## src/rtl/alu_arb_pkg.sv

```systemverilog
// Shared opcodes, response-queue sizing and the response entry type for the
// round-robin ALU front end.
package alu_arb_pkg;

    localparam logic [1:0] OP_ADD = 2'b00;
    localparam logic [1:0] OP_GE  = 2'b01;
    localparam logic [1:0] OP_SHL = 2'b10;
    localparam logic [1:0] OP_NOR = 2'b11;

    localparam int unsigned RSP_DEPTH = 2;

    // Default datapath geometry; the response entry is sized from these.
    localparam int unsigned ARB_WIDTH = 8;
    localparam int unsigned ARB_N_REQ = 4;
    localparam int unsigned ARB_ID_W  = $clog2(ARB_N_REQ);

    typedef struct packed {
        logic [ARB_ID_W-1:0]  id;
        logic [ARB_WIDTH-1:0] result;
    } rsp_entry_t;

endpackage

```

## src/rtl/alu_reg.sv

```systemverilog
// Single-stage registered ALU: result and valid appear one cycle after valid_i.
module alu_reg
    import alu_arb_pkg::*;
#(
    parameter int unsigned WIDTH = ARB_WIDTH
) (
    input  logic             clk_i,
    input  logic             rst_i,
    input  logic             valid_i,
    input  logic [WIDTH-1:0] a_i,
    input  logic [WIDTH-1:0] b_i,
    input  logic [1:0]       op_i,
    output logic             valid_o,
    output logic [WIDTH-1:0] result_o
);

    logic [WIDTH-1:0] w_result;
    logic             r_valid;
    logic [WIDTH-1:0] r_result;

    // Shift amounts at or beyond the operand width flush to zero.
    always_comb begin
        w_result = '0;
        case (op_i)
            OP_ADD:  w_result = a_i + b_i;
            OP_GE:   w_result = WIDTH'(a_i >= b_i);
            OP_SHL:  w_result = (32'(a_i) >= WIDTH) ? '0 : (b_i << a_i);
            OP_NOR:  w_result = ~(a_i | b_i);
            default: w_result = '0;
        endcase
    end

    always_ff @(posedge clk_i) begin
        if (rst_i) begin
            r_valid  <= 1'b0;
            r_result <= '0;
        end else begin
            r_valid <= valid_i;
            if (valid_i) begin
                r_result <= w_result;
            end
        end
    end

    assign valid_o  = r_valid;
    assign result_o = r_result;

endmodule

```

## src/rtl/alu_rr_arbiter.sv

```systemverilog
// Round-robin, credit-limited front end sharing one registered ALU among
// N_REQ requesters; results return through a 2-entry queue in issue order.
module alu_rr_arbiter
    import alu_arb_pkg::*;
#(
    parameter int unsigned WIDTH = ARB_WIDTH,
    parameter int unsigned N_REQ = ARB_N_REQ
) (
    input  logic                   clk_i,
    input  logic                   rst_i,
    input  logic [N_REQ-1:0]       req_valid_i,
    output logic [N_REQ-1:0]       req_ready_o,
    input  logic [N_REQ*WIDTH-1:0] req_first_i,
    input  logic [N_REQ*WIDTH-1:0] req_second_i,
    input  logic [2*N_REQ-1:0]     req_opcode_i,
    output logic [N_REQ-1:0]       rsp_valid_o,
    input  logic [N_REQ-1:0]       rsp_ready_i,
    output logic [WIDTH-1:0]       rsp_result_o,
    output logic                   idle_o
);

    localparam int unsigned ID_W  = $clog2(N_REQ);
    localparam int unsigned CNT_W = $clog2(RSP_DEPTH + 1);
    localparam int unsigned PTR_W = $clog2(RSP_DEPTH);

    logic [ID_W-1:0]  r_last;
    logic [ID_W-1:0]  r_inflight_id;
    rsp_entry_t       r_fifo [RSP_DEPTH];
    logic [CNT_W-1:0] r_count;

    logic [N_REQ-1:0] w_grant;
    logic [ID_W-1:0]  w_grant_id;
    logic             w_grant_any;
    logic [ID_W-1:0]  w_head_id;
    logic             w_fifo_ne;
    logic             w_pop;
    logic             w_push;
    logic [CNT_W-1:0] w_used;
    logic             w_issue_ok;
    logic             w_issue;
    logic [PTR_W-1:0] w_wr_idx;
    rsp_entry_t       w_push_entry;
    logic [WIDTH-1:0] w_op_a;
    logic [WIDTH-1:0] w_op_b;
    logic [1:0]       w_op;
    logic             w_alu_valid;
    logic [WIDTH-1:0] w_alu_result;

    function automatic logic [ID_W-1:0] rr_idx(input logic [ID_W-1:0] last, input int unsigned off);
        return ID_W'((32'(last) + off) % N_REQ);
    endfunction

    // First valid requester after the last one granted, wrapping around.
    always_comb begin
        w_grant_any = 1'b0;
        w_grant_id  = '0;
        for (int unsigned i = 1; i <= N_REQ; i++) begin
            if (!w_grant_any && req_valid_i[rr_idx(r_last, i)]) begin
                w_grant_any = 1'b1;
                w_grant_id  = rr_idx(r_last, i);
            end
        end
        w_grant = w_grant_any ? (N_REQ'(1) << w_grant_id) : '0;
    end

    // A slot freed by this cycle's pop can be reused by this cycle's issue.
    assign w_head_id  = ID_W'(r_fifo[0].id);
    assign w_fifo_ne  = (r_count != '0);
    assign w_pop      = w_fifo_ne & rsp_ready_i[w_head_id];
    assign w_push     = w_alu_valid;
    assign w_used     = CNT_W'(w_alu_valid) + r_count;
    assign w_issue_ok = (w_used - CNT_W'(w_pop)) < CNT_W'(RSP_DEPTH);
    assign w_issue    = w_grant_any & w_issue_ok & ~rst_i;
    assign w_wr_idx   = PTR_W'(r_count - CNT_W'(w_pop));

    assign w_op_a = req_first_i[w_grant_id*WIDTH +: WIDTH];
    assign w_op_b = req_second_i[w_grant_id*WIDTH +: WIDTH];
    assign w_op   = req_opcode_i[2*w_grant_id +: 2];

    assign w_push_entry = '{id: ARB_ID_W'(r_inflight_id), result: ARB_WIDTH'(w_alu_result)};

    alu_reg #(
        .WIDTH(WIDTH)
    ) u_alu (
        .clk_i    (clk_i),
        .rst_i    (rst_i),
        .valid_i  (w_issue),
        .a_i      (w_op_a),
        .b_i      (w_op_b),
        .op_i     (w_op),
        .valid_o  (w_alu_valid),
        .result_o (w_alu_result)
    );

    // Head sits in slot 0; a pop shifts the queue down before the push lands.
    always_ff @(posedge clk_i) begin
        if (rst_i) begin
            r_last        <= ID_W'(N_REQ - 1);
            r_inflight_id <= '0;
            r_count       <= '0;
            for (int unsigned i = 0; i < RSP_DEPTH; i++) begin
                r_fifo[i] <= '0;
            end
        end else begin
            if (w_issue) begin
                r_last        <= w_grant_id;
                r_inflight_id <= w_grant_id;
            end
            if (w_pop) begin
                for (int unsigned i = 0; i + 1 < RSP_DEPTH; i++) begin
                    r_fifo[i] <= r_fifo[i+1];
                end
            end
            if (w_push) begin
                r_fifo[w_wr_idx] <= w_push_entry;
            end
            r_count <= r_count + CNT_W'(w_push) - CNT_W'(w_pop);
        end
    end

    assign req_ready_o  = w_issue ? w_grant : '0;
    assign rsp_valid_o  = w_fifo_ne ? (N_REQ'(1) << w_head_id) : '0;
    assign rsp_result_o = w_fifo_ne ? WIDTH'(r_fifo[0].result) : '0;
    assign idle_o       = ~w_alu_valid & ~w_fifo_ne;

endmodule
```

## config.mk

```make
export PLATFORM = sky130hd
export DESIGN_NAME = alu_rr_arbiter
export DESIGN_NICKNAME = d
export VERILOG_FILES = /design/src/rtl/alu_arb_pkg.sv /design/src/rtl/alu_reg.sv /design/src/rtl/alu_rr_arbiter.sv
export SDC_FILE = /design/constraint.sdc
export NUM_CORES = 1
export LEC_CHECK = 0
export ABC_AREA = 1
export BUFFER_PORTS_ARGS = -buffer_cell sky130_fd_sc_hd__buf_2
export CORE_AREA = 2 2 105 77
export DETAILED_ROUTE_END_ITERATION = 8
export DIE_AREA = 0 0 107 79
export GPL_TIMING_DRIVEN = 0
export PLACE_DENSITY = 0.79
export SLEW_MARGIN = 10
export SYNTH_ARGS = -nofsm -noshare
export SYNTH_HDL_FRONTEND = slang
export SYNTH_HIERARCHICAL = 1
export SYNTH_SLANG_ARGS = --single-unit
```

## constraint.sdc

```tcl
create_clock -name clk_i -period 6.3 [get_ports clk_i]
set_clock_uncertainty 0.05 [all_clocks]
set_input_delay 1.26 -clock clk_i [delete_from_list [all_inputs] [get_ports clk_i]]
set_output_delay 1.26 -clock clk_i [all_outputs]
set_load 0.02 [all_outputs]
```

==> results.yml, run 1 <==
placed_design:
  dpl_cell_area_um2: 4600
  portBuffers: 98
  place.gp.congestion: 0.922
  dp_hpwl_um: 7820
outcome:
  status: "finished, final reports clean"
yosys:
  yosysMostFrequentCell: "nand2_1"
  synth_warnings: 6
  yosysSeqAreaShare_pct: 22.6
  synth.area.top_cells: "nand2_1 (19%), edfxtp_1 (15%), nand3_1 (8.4%)"
  syn_inst: 615
  synth.avg_cell_area_um2: 6.48
  ys.flop_type: "edfxtp_1"
  netlist_area_um2: 3990
  synth_commonest_cells: "nand2_1 (197), nand3_1 (67), inv_1 (64)"
  synth_nets: 723
  synth_top_area_share_pct: 18.5
  ys_async_sr_fraction_pct: 0
  yosysTopAreaCell: "nand2_1"
  ys_types: 42
  synth-seq-cells: 35
  synth-edff-count: 20
timing:
  fmax_mhz: 214
  finalCriticalPeriod_ns: 4.68
  slew_headroom_pct: 72.4
  finalSetupViolCount: 0
  worst_pin_slew_ns: 0.412
  rsz0062_at_grt: "no"
  fin_hold_ws_ns: 0.445
  fin_crit_sh_pct: 74.3
  slew_violations: 0
  hold_violations: 0
  fin_setup_tns_ns: 0
floorplan:
  die_w_um: 107
  die_height_um: 79
  io_pins: 99
  dieArea_um2: 8450
  initial_utilization_pct: 52.9
  rows: 27
  coreArea_um2: 7530
cts:
  cts_setup_buffers: 0
  clock-sinks: 35
  cts_made_buffers: 5
  holdBufCountCts: 0
  clkTransAtPathRegs_ns: 0.06
  cts_tree: "built"
  h-tree-depth: 2
  cts.repair.resized: 0
  clockBufferDepth: 2
  clock_latency_ns: 0.29
  cts-root-buf: "clkbuf_8"
worst_hold_path:
  holdCritStartpoint: "r_inflight_id[1]"
  hold_path_class: "flip-flop to flip-flop"
final_layout:
  antenna_cells: 0
  fin_util_pct: 62.2
  layout-drive-gt1-share_pct: 26.6
  area_delta_synth_final_pct: 17.6
  final_nets: 828
  finalInstanceArea_um2: 4690
drt:
  drc: 0
  drt-total-wl_um: 9620
  vias: 4084
  firstDrtPassIters: 5
  final_antenna_net_count: 0
  drtIter0Drc: 254
  viasPerCell: 4.97
  wl_per_cell_um: 11.7
setup_path:
  cp_data_required_time_ns: 4.99
  slowest_stage: "ha_1"
  cp_common_cell: "nand2_1"
  crit_path_start_kind: "input port"
  worstPathCellList: "buf_2, nand3_1, nand4_1, nand2_1, inv_1, ha_1, inv_1, ha_1, xor2_1, xor2_1, nor2_1, nand2_1, inv_2, nand2_1, nor2_1, buf_2"
  cp_top_family: "simple AND/OR/NAND/NOR gates"
  arrival_ns: 3.37
  cp_max_fo: 6
  startpoint: "rsp_ready_i[3]"
  crit_type: "input port to output port"
  end_kind: "output port"
  slowest_delay_ns: 0.27
  r2r_start: "r_last[1]"
  crit_buf_inv: 5
global_route:
  antenna_found_initial: 0
  grt_pass1_vias: 3821
  grt_pass1_wl_um: 16700
  track_usage_pct: 23.9
  overflow: 0
  grt_max_degree: 12
flow_run:
  drv_cap: 0
final timing paths:
path / end / slack [ns] / cells past startpoint
setup / recovery: req_ready_o[3] / 1.62 / 16
hold / removal: r_inflight_id[1] / 0.44 / 2
setup reg to reg: u_alu/result_o[4] / 2.81 / 24
hold reg to reg: r_inflight_id[1] / 0.44 / 2
through the flow:
stage	cells	setup slack [ns]
6_report	822	1.62
3_5_place_dp	814	1.65
4_1_cts	822	1.64
3_3_place_gp	814	1.70
2_1_floorplan	615	1.94
5_1_grt	822	1.41
tightest hold or removal path, stage by stage (launching register included):
cell and delay [ns]:
dfxtp_1 0.33, nand2_1 0.07, a21oi_1 0.05
flip-flops by register name, summed over array words and instances (netlist names):
signal          cells
u_alu/result_o      8
r_fifo             20
r_count             2
u_alu/valid_o       1
r_inflight_id       2
r_last              2
area by class of cell:
type,instances,area [um^2]
Buffer,24,184
Multi-Input combinational cell,483,2610
Inverter,73,290
Clock inverter,2,12.5
Clock buffer,6,72.6
Fill cell,689,2840
Sequential cell,35,901
Tap cell,101,126
Timing Repair Buffer,98,490
routing by layer:
layer  share of wire (%)  global-route usage [%]  vias up
li1                    -                       -     2180
met1                  47                    31.1     1755
met2                  47                    42.7      139
met3                 4.7                    2.96       10
met4                 1.2                    5.06        0
met5                   0                       0        -
cell usage in the layout, fill, tap and decap left out, drive strengths merged:
master / instances
nand3b: 11
nor3b: 2
edfxtp: 20
clkbuf: 14
xor2: 3
a31oi: 1
inv: 72
o21ai: 15
o211ai: 2
nand2: 248
a41oi: 1
nand4: 21
ha: 25
a21boi: 1
o21a: 1
nor3: 6
or2: 1
dfxtp: 15
clkinvlp: 1
clkinv: 2
nand3: 68
a211oi: 1
nor2: 58
buf: 114
a21oi: 16
fa: 1
a21o: 1
cells by family after synthesis:
group / count (synthesis) / share of synthesized area (%)
simple gates: 415 / 50.8
buf+inv: 97 / 11.9
compound gates: 39 / 5.68
flops: 35 / 22.6
fa+ha+maj: 26 / 8.35
xor+xnor: 3 / 0.659
Power of run 1 is not shown: default switching activity piles up to over one toggle a cycle in this logic, so the estimate is an artifact.
==> inputs of run 2 (changes only) <==
- CORE_AREA: 2 2 105 77 -> 2 2 110 80
- DIE_AREA: 0 0 107 79 -> 0 0 112 82
- PLACE_DENSITY: 0.79 -> 0.77
- clock period: 6.3 -> 3.9 ns (I/O delays scaled with it)
==> results.yml, run 2 (synthesis results as in run 1) <==
worst_hold_path:
  holdPathStages: 2
  hold_path_class: "flip-flop to flip-flop"
  min_to: "r_inflight_id[1]"
  holdCritStartpoint: "r_inflight_id[1]"
placed_design:
  portBuffers: 98
  place.gp.congestion: 0.915
  dp_hpwl_um: 8310
cts:
  clock_latency_ns: 0.27
  clockBufferDepth: 2
  h-tree-depth: 2
  clock-sinks: 35
  holdBufCountCts: 0
  cts-root-buf: "clkbuf_16"
  cts_tree: "built"
  clkTransAtPathRegs_ns: 0.05
  cts_made_buffers: 5
setup_path:
  crit_type: "input port to output port"
  cp_max_fo: 6
  r2r_setup_slack_ns: 0.35
  end_kind: "output port"
  crit_buf_inv: 5
  r2r_start: "r_last[1]"
  arrival_ns: 2.90
  r2r_cells: 24
  slowest_stage: "ha_1"
  worstPathCellList: "buf_2, nand3_1, nand4_1, nand2_1, inv_1, ha_1, inv_1, ha_1, xor2_1, xor2_1, nor2_1, nand2_2, inv_2, nand2_1, nor2_1, buf_2"
  cp_data_required_time_ns: 3.07
  cp_top_family: "simple AND/OR/NAND/NOR gates"
  crit_path_start_kind: "input port"
  r2r_end: "u_alu/result_o[4]"
  slowest_delay_ns: 0.28
final_layout:
  final_common_cell: "nand2_1"
  largest_register_ffs: 20
  fillCellCount: 778
  final_nets: 830
  final_cell_mix: "nand2_1 (196), buf_2 (103), nand3_1 (67), inv_1 (64), nor2_1 (52)"
  layout-drive-gt1-share_pct: 26.8
  antenna_cells: 0
  top_register: "r_fifo"
  area_delta_synth_final_pct: 19.6
  ff_latch_area_um2: 901
  multiInputGateArea_um2: 2620
timing:
  fin_crit_sh_pct: 95.7
  fmax_mhz: 268
  worst_pin_slew_ns: 0.449
  slew_headroom_pct: 70.0
  finalCriticalPeriod_ns: 3.73
  fin_setup_tns_ns: 0
  slew_violations: 0
  hold_violations: 0
  finalSetupViolCount: 0
drt:
  maxUsedRoutingLayer: "met4"
  wl_per_cell_um: 12.5
  drtIter0Drc: 273
  drt-total-wl_um: 10300
  met2_length_um: 4910
  final_antenna_net_count: 0
  met3_length_um: 558
  firstDrtPassIters: 5
  viasPerCell: 5.18
  drc: 0
  drt-met1-wl_um: 4710
  vias: 4287
floorplan:
  die_w_um: 112
  coreArea_um2: 8200
  initial_utilization_pct: 48.6
  die_height_um: 82
  dieArea_um2: 9180
  io_pins: 99
  rows: 28
flow_run:
  drv_cap: 0
outcome:
  status: "finished, final reports clean"
global_route:
  grt_max_degree: 12
  antenna_found_initial: 0
  grt_pass1_wl_um: 17400
  overflow: 0
  track_usage_pct: 22.8
  grt_pass1_vias: 3939
## run 2: cell type report
cell class | count | area share [%]
clock buffers | 6 | 2.70
well taps | 105 | 2.75
plain buffers | 23 | 3.83
flip-flops and latches | 35 | 18.9
inverters | 73 | 6.09
clock inverters | 2 | 0.157
multi-input cells | 483 | 54.8
repair buffers | 101 | 10.8
## run 2: worst reg2reg max path, delay by kind of cell, from the launching register on
family                   cells  cell delay (ns)
buffers and inverters        5             0.71
flip-flops                   1             0.46
adder cells (fa/ha/maj)      1             0.48
AND/OR/NAND/NOR             15             1.26
AO/OA/AOI/OAI                3             0.46
## run 2: metal layers
metal | vias to the layer above | global-route usage (%)
met1 | 1944 | 28.8
met2 | 145 | 42.4
li1 | 2181 | -
met3 | 17 | 2.29
met5 | - | 0
met4 | 0 | 5.98
## run 2: metrics by stage
stage          instances  util (%)  worst slack [ns]  hold slack, ns  cell area (um^2)
2_1_floorplan        615         -             0.498           0.409              3990
3_3_place_gp         818      56.2             0.110           0.437              4610
3_5_place_dp         818      56.2            0.0324           0.436              4610
4_1_cts              826      57.9            0.0645           0.445              4750
5_1_grt              828      58.2           -0.0314           0.466              4770
6_report             828      58.2             0.169           0.440              4770
## run 2: how the worst max path moves through the flow
stage / slack (ns) / to / depth (start not counted) / startpoint
after global placement: 0.11 / u_alu/result_o[4] / 26 / req_valid_i[3]
final: 0.17 / req_ready_o[3] / 16 / rsp_ready_i[3]
after global routing: -0.03 / req_ready_o[3] / 17 / r_fifo[0][8]
after floorplan: 0.50 / req_ready_o[0] / 12 / rsp_ready_i[3]
after detailed placement: 0.03 / u_alu/result_o[4] / 24 / req_valid_i[1]
after CTS: 0.06 / req_ready_o[1] / 17 / r_fifo[0][9]
## run 2: repair_timing
| action | CTS | global route |
|---|---|---|
| buffers inserted | 0 | 3 |
| resized for setup | 0 | 2 |
| setup endpoints to repair | 0 | 5 |
Power of run 2 is left out for the same reason.
==> inputs of run 3 (changes only) <==
- CORE_AREA: 2 2 110 80 -> 2 2 93 95
- DIE_AREA: 0 0 112 82 -> 0 0 95 97
- PLACE_DENSITY: 0.77 -> 0.88
==> results.yml, run 3 (synthesis results as in run 1) <==
final_layout:
  fillCellCount: 745
  layout-drive-gt1-share_pct: 27.2
  top_register: "r_fifo"
  largest_register_ffs: 20
  antenna_cells: 0
  ff_latch_area_um2: 901
  multiInputGateArea_um2: 2620
  final_nets: 828
  area_delta_synth_final_pct: 18.0
  final_common_cell: "nand2_1"
  final_cell_mix: "nand2_1 (195), buf_2 (104), nand3_1 (67), inv_1 (64), nor2_1 (52)"
floorplan:
  die_height_um: 97
  die_w_um: 95
  rows: 33
  initial_utilization_pct: 49.0
  coreArea_um2: 8130
  dieArea_um2: 9220
  io_pins: 99
cts:
  clock_latency_ns: 0.29
  clkTransAtPathRegs_ns: 0.07
  cts_made_buffers: 5
  clock-sinks: 35
  holdBufCountCts: 0
  cts-root-buf: "clkbuf_8"
  h-tree-depth: 2
  clockBufferDepth: 2
  cts_tree: "built"
global_route:
  grt_pass1_wl_um: 16300
  overflow: 0
  track_usage_pct: 21.5
  grt_max_degree: 13
  grt_pass1_vias: 3811
  antenna_found_initial: 0
setup_path:
  end_kind: "output port"
  startpoint: "r_fifo[0][8]"
  crit_end: "req_ready_o[3]"
  cp_data_required_time_ns: 3.07
  r2r_start: "r_last[1]"
  cp_max_fo: 6
  r2r_end: "u_alu/result_o[4]"
  r2r_cells: 24
  arrival_ns: 2.88
  crit_path_start_kind: "flip-flop"
  r2r_setup_slack_ns: 0.43
  crit_type: "flip-flop to output port"
timing:
  fin_hold_ws_ns: 0.442
  fin_crit_sh_pct: 95.0
  fin_setup_tns_ns: 0
  worst_pin_slew_ns: 0.452
  finalCriticalPeriod_ns: 3.71
  fmax_mhz: 270
  slew_headroom_pct: 69.8
  finalSetupViolCount: 0
  hold_violations: 0
  slew_violations: 0
drt:
  final_antenna_net_count: 0
  vias: 4125
  drc: 0
  drtIter0Drc: 224
  firstDrtPassIters: 5
  drt-total-wl_um: 9810
  wl_per_cell_um: 11.9
  viasPerCell: 4.99
worst_hold_path:
  hold_path_class: "flip-flop to flip-flop"
  holdCritStartpoint: "r_inflight_id[0]"
  holdPathStages: 2
outcome:
  status: "finished, final reports clean"
placed_design:
  portBuffers: 98
  dp_hpwl_um: 8130
  place.gp.congestion: 0.943
flow_run:
  drv_cap: 0
## run 3: changes by cell type in the layout (fill, tap and decap cells not counted)
cell and change:
clkbuf_16 -5, buf_2 +1, clkbuf_4 -1, nand2_2 +1, clkinv_1 -2, clkinv_2 +1
clkinvlp_4 +2, buf_4 -2, clkbuf_1 -1, nand2_1 -1, clkbuf_8 +5
## run 3: routing by layer
layer	part of all wire, %	vias to the layer above	track usage [%]
li1	-	2177	-
met1	43	1810	25.2
met2	51	118	40.3
met3	3.9	20	2.02
met4	2.3	0	6.24
met5	0	-	0
## run 3: layout make-up
type	instances	area share, %
inverters	73	6.17
repair buffers	99	10.6
well taps	105	2.79
flip-flops and latches	35	19.1
multi-input cells	483	55.6
plain buffers	23	3.83
clock buffers	5	1.46
clock inverters	3	0.425
## run 3: repair_timing
item | in CTS | in global routing
endpoints found under the setup margin | 0 | 3
buffers inserted | 0 | 1
resized for setup | 0 | 2
## run 3: critical path, cell delays in order (launching register included)
cell and delay (ns):
edfxtp_1 0.43, inv_1 0.13, nor2_1 0.05, nand2_1 0.06, nand4_1 0.11, nand2_2 0.11, inv_1 0.06, ha_1 0.27
inv_1 0.04, ha_1 0.18, xor2_1 0.15, xor2_1 0.16, nor2_1 0.15, nand2_2 0.12, inv_2 0.12, nand2_1 0.12
nor2_1 0.14, buf_2 0.18
## run 3: worst min-delay path by stage
stage,to,slack (ns)
final,r_inflight_id[0],0.44
after global routing,r_inflight_id[0],0.46
after CTS,r_inflight_id[1],0.44
after detailed placement,r_inflight_id[0],0.43
after global placement,r_inflight_id[1],0.43
after floorplan,r_inflight_id[0],0.41
## run 3: stage by stage
step / instance area, um^2 / setup slack, ns / utilization (%) / std cells
after detailed placement: 4610 / 0.0305 / 56.7 / 818
after CTS: 4700 / 0.116 / 57.8 / 826
after global routing: 4710 / -0.0208 / 57.9 / 826
after global placement: 4610 / 0.0880 / 56.7 / 818
final: 4710 / 0.195 / 57.9 / 826
after floorplan: 3990 / 0.498 / - / 615
Power of run 3 is left out for the same reason.
